`src/rtl/astra_pifo_pkg.sv`:
```
// Shared definitions for the Astra PIFO node and its leaf children.
// The node and the leaf import the same package. This keeps the entry
// widths, the empty-slot sentinel and the priority ordering the same at
// both ends of the child port.
package astra_pifo_pkg;

  localparam int PIFO_PTW = 16;  // priority tag width (lower = more urgent)
  localparam int PIFO_MTW = 32;  // metadata width
  localparam int PIFO_CTW = 10;  // occupancy counter width

  // One storage slot. The valid bit is authoritative. An all-ones priority
  // is a legal, storable value and never implies "empty".
  typedef struct packed {
    logic                valid;
    logic [PIFO_MTW-1:0] meta;
    logic [PIFO_PTW-1:0] prio;
  } entry_t;

  // Contents of an unused slot: invalid, zero metadata, lowest priority.
  function automatic entry_t sentinel();
    entry_t e;
    e.valid = 1'b0;
    e.meta  = {PIFO_MTW{1'b0}};
    e.prio  = {PIFO_PTW{1'b1}};
    return e;
  endfunction

  // Strict unsigned "a is more urgent than b".
  function automatic logic prio_lt(input logic [PIFO_PTW-1:0] a,
                                   input logic [PIFO_PTW-1:0] b);
    return (a < b);
  endfunction

endpackage

```
`src/rtl/astra_pifo_sort_cell.sv`:
```
// One slot of the leaf's shift-register sorter.
// Ports:
//   e_me / e_lo / e_hi : this slot and its lower (toward head) / upper neighbours
//   in_data            : entry being pushed (valid bit already set)
//   push / pop         : qualified operations decided by the leaf top level
//   cmp_lo / cmp_hi    : neighbours' "incoming lands at or below you" flags
//   cmp_me             : this slot's flag, exported to the neighbours
//   e_nxt              : next-state value of this slot
// cmp is monotone along the array: 0 for valid entries with prio <= incoming,
// 1 from the first strictly-greater or invalid entry upward. Ties therefore
// queue behind existing equals.
module astra_pifo_sort_cell
  import astra_pifo_pkg::*;
#(
  parameter bit IS_HEAD = 1'b0
) (
  input  entry_t e_me,
  input  entry_t e_lo,
  input  entry_t e_hi,
  input  entry_t in_data,
  input  logic   push,
  input  logic   pop,
  input  logic   cmp_lo,
  input  logic   cmp_hi,
  output logic   cmp_me,
  output entry_t e_nxt
);

  assign cmp_me = !e_me.valid || prio_lt(in_data.prio, e_me.prio);

  // Next-state select. For a combined push and pop, slot i of the shifted
  // array holds e_hi, so the insertion point is found from cmp_hi (own
  // shifted value) and cmp_me (the shifted lower neighbour).
  always_comb begin
    e_nxt = e_me;
    case ({push, pop})
      2'b10: begin
        if (cmp_lo) begin
          e_nxt = e_lo;
        end else if (cmp_me) begin
          e_nxt = in_data;
        end else begin
          e_nxt = e_me;
        end
      end
      2'b01: e_nxt = e_hi;
      2'b11: begin
        if (cmp_me && !IS_HEAD) begin
          e_nxt = e_me;
        end else if (cmp_hi) begin
          e_nxt = in_data;
        end else begin
          e_nxt = e_hi;
        end
      end
      default: e_nxt = e_me;
    endcase
  end

endmodule

```
`src/rtl/astra_pifo_leaf.sv`:
```
// Leaf child of an Astra PIFO node. It holds up to DEPTH entries, sorted by
// priority, and always presents the smallest one on o_pop_data.
// Ports:
//   i_clk, i_arst_n  : clock, asynchronous active-low reset
//   i_push/i_push_data : insert {meta, prio}
//   i_pop            : remove head (parent already sampled o_pop_data)
//   o_pop_data       : head entry {meta, prio}; sentinel when empty
//   o_empty/o_full/o_count : registered occupancy status
//   o_overflow/o_underflow : one-cycle pulses for dropped push / empty pop
// Width parameters must match astra_pifo_pkg, because the entry type is
// shared with the node.
module astra_pifo_leaf
  import astra_pifo_pkg::*;
#(
  parameter int PTW   = PIFO_PTW,
  parameter int MTW   = PIFO_MTW,
  parameter int CTW   = PIFO_CTW,
  parameter int DEPTH = 8
) (
  input  logic               i_clk,
  input  logic               i_arst_n,
  input  logic               i_push,
  input  logic [MTW+PTW-1:0] i_push_data,
  input  logic               i_pop,
  output logic [MTW+PTW-1:0] o_pop_data,
  output logic               o_empty,
  output logic               o_full,
  output logic [CTW-1:0]     o_count,
  output logic               o_overflow,
  output logic               o_underflow
);

  entry_t [DEPTH-1:0] ent_r;
  entry_t [DEPTH-1:0] nxt_s;
  logic   [DEPTH-1:0] cmp_s;
  entry_t             in_s;

  logic           do_push_s, do_pop_s;
  logic [CTW-1:0] cnt_r, cnt_nxt_s;
  logic           empty_r, full_r, ovf_r, unf_r;
  logic           ovf_nxt_s, unf_nxt_s;

  assign in_s.valid = 1'b1;
  assign in_s.meta  = i_push_data[PTW +: MTW];
  assign in_s.prio  = i_push_data[PTW-1:0];

  for (genvar i = 0; i < DEPTH; i++) begin : g_cell
    entry_t lo_s, hi_s;
    logic   clo_s, chi_s;
    if (i == 0) begin : g_lo_edge
      assign lo_s  = sentinel();
      assign clo_s = 1'b0;
    end else begin : g_lo
      assign lo_s  = ent_r[i-1];
      assign clo_s = cmp_s[i-1];
    end
    // The slot above the top is an implicit empty slot.
    if (i == DEPTH-1) begin : g_hi_edge
      assign hi_s  = sentinel();
      assign chi_s = 1'b1;
    end else begin : g_hi
      assign hi_s  = ent_r[i+1];
      assign chi_s = cmp_s[i+1];
    end
    astra_pifo_sort_cell #(
      .IS_HEAD((i == 0) ? 1'b1 : 1'b0)
    ) u_cell (
      .e_me    (ent_r[i]),
      .e_lo    (lo_s),
      .e_hi    (hi_s),
      .in_data (in_s),
      .push    (do_push_s),
      .pop     (do_pop_s),
      .cmp_lo  (clo_s),
      .cmp_hi  (chi_s),
      .cmp_me  (cmp_s[i]),
      .e_nxt   (nxt_s[i])
    );
  end

  // Qualify the strobes, then derive the next count and the error pulses.
  // A push into a full leaf is accepted only when the same cycle frees a slot.
  always_comb begin
    do_pop_s  = i_pop && !empty_r;
    do_push_s = i_push && (!full_r || do_pop_s);
    ovf_nxt_s = i_push && !do_push_s;
    unf_nxt_s = i_pop && empty_r;
    case ({do_push_s, do_pop_s})
      2'b10:   cnt_nxt_s = cnt_r + {{(CTW-1){1'b0}}, 1'b1};
      2'b01:   cnt_nxt_s = cnt_r - {{(CTW-1){1'b0}}, 1'b1};
      default: cnt_nxt_s = cnt_r;
    endcase
  end

  // Storage array, occupancy status and pulse registers.
  always_ff @(posedge i_clk or negedge i_arst_n) begin
    if (!i_arst_n) begin
      for (int k = 0; k < DEPTH; k++) begin
        ent_r[k] <= sentinel();
      end
      cnt_r   <= {CTW{1'b0}};
      empty_r <= 1'b1;
      full_r  <= 1'b0;
      ovf_r   <= 1'b0;
      unf_r   <= 1'b0;
    end else begin
      ent_r   <= nxt_s;
      cnt_r   <= cnt_nxt_s;
      empty_r <= (cnt_nxt_s == {CTW{1'b0}});
      full_r  <= (cnt_nxt_s == CTW'(DEPTH));
      ovf_r   <= ovf_nxt_s;
      unf_r   <= unf_nxt_s;
    end
  end

  assign o_pop_data  = {ent_r[0].meta, ent_r[0].prio};
  assign o_empty     = empty_r;
  assign o_full      = full_r;
  assign o_count     = cnt_r;
  assign o_overflow  = ovf_r;
  assign o_underflow = unf_r;

endmodule

```
`config.mk`:
```
export PLATFORM = sky130hd
export DESIGN_NAME = astra_pifo_leaf
export DESIGN_NICKNAME = d
export VERILOG_FILES = /design/src/rtl/astra_pifo_pkg.sv /design/src/rtl/astra_pifo_sort_cell.sv /design/src/rtl/astra_pifo_leaf.sv
export SDC_FILE = /design/constraint.sdc
export NUM_CORES = 2
export LEC_CHECK = 0
export CELL_PAD_IN_SITES_DETAIL_PLACEMENT = 1
export CELL_PAD_IN_SITES_GLOBAL_PLACEMENT = 1
export CORE_ASPECT_RATIO = 0.6
export CORE_MARGIN = 2
export CORE_UTILIZATION = 44
export CTS_CLUSTER_SIZE = 8
export DETAILED_ROUTE_END_ITERATION = 10
export PLACE_DENSITY = 0.77
export SLEW_MARGIN = 20
export SYNTH_ARGS = -nofsm -noshare
export SYNTH_HDL_FRONTEND = slang
export SYNTH_SLANG_ARGS = --single-unit
```
`constraint.sdc`:
```
create_clock -name i_clk -period 3.95 [get_ports i_clk]
set_input_delay 1.185 -clock i_clk [delete_from_list [all_inputs] [get_ports i_clk]]
set_output_delay 1.185 -clock i_clk [all_outputs]
set_load 0.05 [all_outputs]
```
==> flow_summary.toml <==
[floorplanning]
dieArea_mm2 = 0.0745
start_util = 0.444
die-height_um = 212
io_pins = 114
chipWidth_um = 351
rows = 76
fp.coreArea_mm2 = 0.0716

[sta]
layout_min_cycle_time_ps = 3830
whs_ps = 525
max_slew_margin = 0.355
tns_ps = 0
skew_ps = 33.3
tightest_slew_ps = 967
max_freq_mhz = 261
finalMaxSlewViolations = 0
hold_viol = 0
setup_viol = 0
fin_crit_sh = 0.969

[worst_hold_path]
hp-class = "reg2reg"
min-delay-start = "o_pop_data[1]"

[critical_path]
slowest_delay_ps = 500
reg2reg_depth = 12
arrival_ps = 4330
critPathLaunch = "i_push_data[2]"
r2r_setup_slack_ps = 570
r2r_end = "ent_r[95]"
worstPathCellList = "clkdlybuf4s50_1, buf_12, ha_1, a211oi_1, o21ai_0, a21oi_1, o21ai_1, a221o_1, nand3_1, buf_12, o221ai_1, a311oi_1"
end_kind = "flop"
cp_max_fo = 14
crit_path_start_kind = "input pin"
worst_path_max_delay_cell = "clkdlybuf4s50_1"
crit_type = "in2reg"
required_ps = 4460
regToRegStartpoint = "ent_r[62]"
cpMostUsedCell = "buf_12"
cp-endpoint = "ent_r[55]"

[run]
max_cap_violations = 0

[layout]
fill_cells = 8238
diodes = 0
layout_common_cells = "a21oi_1 (446), nand2_1 (427), buf_4 (327)"
final_common_cell = "a21oi_1"
layout-drive-gt1-share = 0.196
fin_util = 0.538
nets = 4148
area_growth_pct = 21.1
fin_area_mm2 = 0.0385

[synth]
synthCells = 3795
synth_cell_type_count = 80
synth_edf_count = 0
yosysWarnings = 0
seq_area_frac_synth = 0.325
ys_seq_elements = 406
synthesis.nets = 3980
postSynth.asyncResetShare = 1.00
synth_ff_type = "dfrtp_1"
yosysTopAreaCellShare = 0.218
synth_area_leaders = "dfrtp_1 (22%), dfstp_2 (11%), mux2i_1 (7.1%)"
syn_avg_cell_area_um2 = 8.38
syn_area_mm2 = 0.0318
yosys.area.top_type = "dfrtp_1"

[grt]
gr-usage-met2 = 0.477
grt_overflow_total = 0
track_usage = 0.338
grt_first_pass_wirelength_um = 200000
antenna_found_initial = 0
top_usage_layer = "met1"
grt_use_met3 = 0.0765
grtUsageMet1 = 0.512
grt_pass1_vias = 33100
grt_max_degree = 111

[place]
dpl-instance-area_mm2 = 0.0369
gp_congestion = 0.891
dp_hpwl_um = 87900
portBuffers = 113

[drt]
antenna_left = 0
vias_per_cell = 6.62
drtIter0Drc = 3376
wl_per_cell_um = 25.6
vias = 32900
wl_um = 127000
drc = 0
dr.pass1.iters = 5

[clock_network]
cts_tree = "yes"
h-tree-depth = 2
clock_latency_ps = 650
clock-sinks = 406
cts_buffers = 56
cts_root_buffer = "clkbuf_16"
cts.clk_slew.worst_paths_ps = 50
clk_path_buf_depth = 3

[power_and_ir_drop]
sequentialPowerShare = 0.347
p_int_w = 0.0122
clkPwrFrac = 0.224
leakagePower_nw = 15.9
p_comb_frac = 0.429
power_switching_share = 0.415
p_switching_w = 0.00864
power_density_mw_per_mm2 = 541
irDropWorstVdd_v = 0.000354

[outcome]
status = "complete, no violations"
[power groups by stage]
| stage | logic [W] | clock network (W) | registers [W] |
|---|---|---|---|
| after floorplan | 0.00555 | 0 | 0.00675 |
| after global placement | 0.00844 | 0 | 0.00710 |
| after detailed placement | 0.00877 | 0 | 0.00717 |
| after CTS | 0.00883 | 0.00476 | 0.00714 |
| after global routing | 0.00970 | 0.00492 | 0.00738 |
| final | 0.00893 | 0.00467 | 0.00722 |
[registers in the layout, indices dropped and copies added (netlist names)]
name	count
o_overflow	1
o_count	10
o_underflow	1
o_pop_data	48
o_full	1
o_empty	1
ent_r	344
[worst max-delay path, delay by kind of cell]
kind | cells | cell delay, ps
adders and majority gates | 1 | 260
and+or+nand+nor | 1 | 210
buffers and inverters | 3 | 840
AOI/OAI and AO/OA | 7 | 1830
[Yosys cell counts, types with 13 or more instances]
master     instances
a22oi_1           64
a221o_1           32
a311o_1           33
a31oi_1           42
o21a_1            26
o21ai_1           38
o31a_1            16
a211oi_1          41
o22a_1            32
mux2_2            19
nand3_1           77
a21oi_1          448
a221oi_1         105
o22ai_1           47
buf_2            108
a21o_1            46
a221oi_2          30
clkbuf_1         240
o221a_2           26
nor3_1            76
o211ai_1          64
mux2i_1          225
nor2_1           303
dfrtp_1          277
buf_4             56
a311oi_1          32
nand2_1          432
inv_1            135
o221ai_1          17
ha_1             132
buf_1             23
o221a_1           36
nand4_1           13
o32ai_1           16
o211a_1           33
o21ai_0          160
a2111oi_2         35
a2bb2oi_1         32
a22o_1            16
dfstp_2          129
[cell type report]
cell class                      count  area, µm²  area share
Multi-Input combinational cell   2818      19200       0.498
Sequential cell                   406      10300       0.268
Timing Repair Buffer              545       5690       0.148
Clock buffer                       84       1540      0.0399
Tap cell                          975       1220      0.0317
Inverter                          136        528      0.0137
Clock inverter                      1       20.0    0.000520
[layer usage]
layer | up-vias | part of all wire
met5 | - | 0
met4 | 0 | 0.022
met2 | 1476 | 0.41
li1 | 14600 | -
met1 | 16600 | 0.48
met3 | 191 | 0.094
[stage by stage]
| stage | setup WS [ps] | total power [W] | instances |
|---|---|---|---|
| after floorplan | -164 | 0.0123 | 3795 |
| after global placement | -438 | 0.0155 | 4877 |
| after detailed placement | -525 | 0.0159 | 4877 |
| after CTS | 110 | 0.0207 | 4962 |
| after global routing | -3.83 | 0.0220 | 4965 |
| final | 123 | 0.0208 | 4965 |
[how the worst min path moves through the flow]
stage | to | slack [ps] | cells after the start
final | o_pop_data[1] | 530 | 2
after global routing | o_pop_data[8] | 550 | 2
after CTS | o_pop_data[1] | 530 | 2
after detailed placement | o_pop_data[1] | 520 | 2
after global placement | o_count[9] | 500 | 1
after floorplan | ent_r[111] | 470 | 2
[repair_timing]
item	4_1_cts	5_1_grt
setup endpoints to repair	0	99
hold buffers	0	0
setup buffers	0	3
resized for setup	0	6
[logic make-up after synthesis]
group                      count (synthesis)  share of synthesized area
AOI/OAI and AO/OA                       1491                      0.340
and+or+nand+nor                          944                      0.123
buffers and inverters                    571                     0.0805
DFF                                      406                      0.325
muxes                                    244                     0.0775
adders and majority gates                133                     0.0526
xor gates and xnor gates                   6                    0.00165
(Power assumes the default switching activity.)
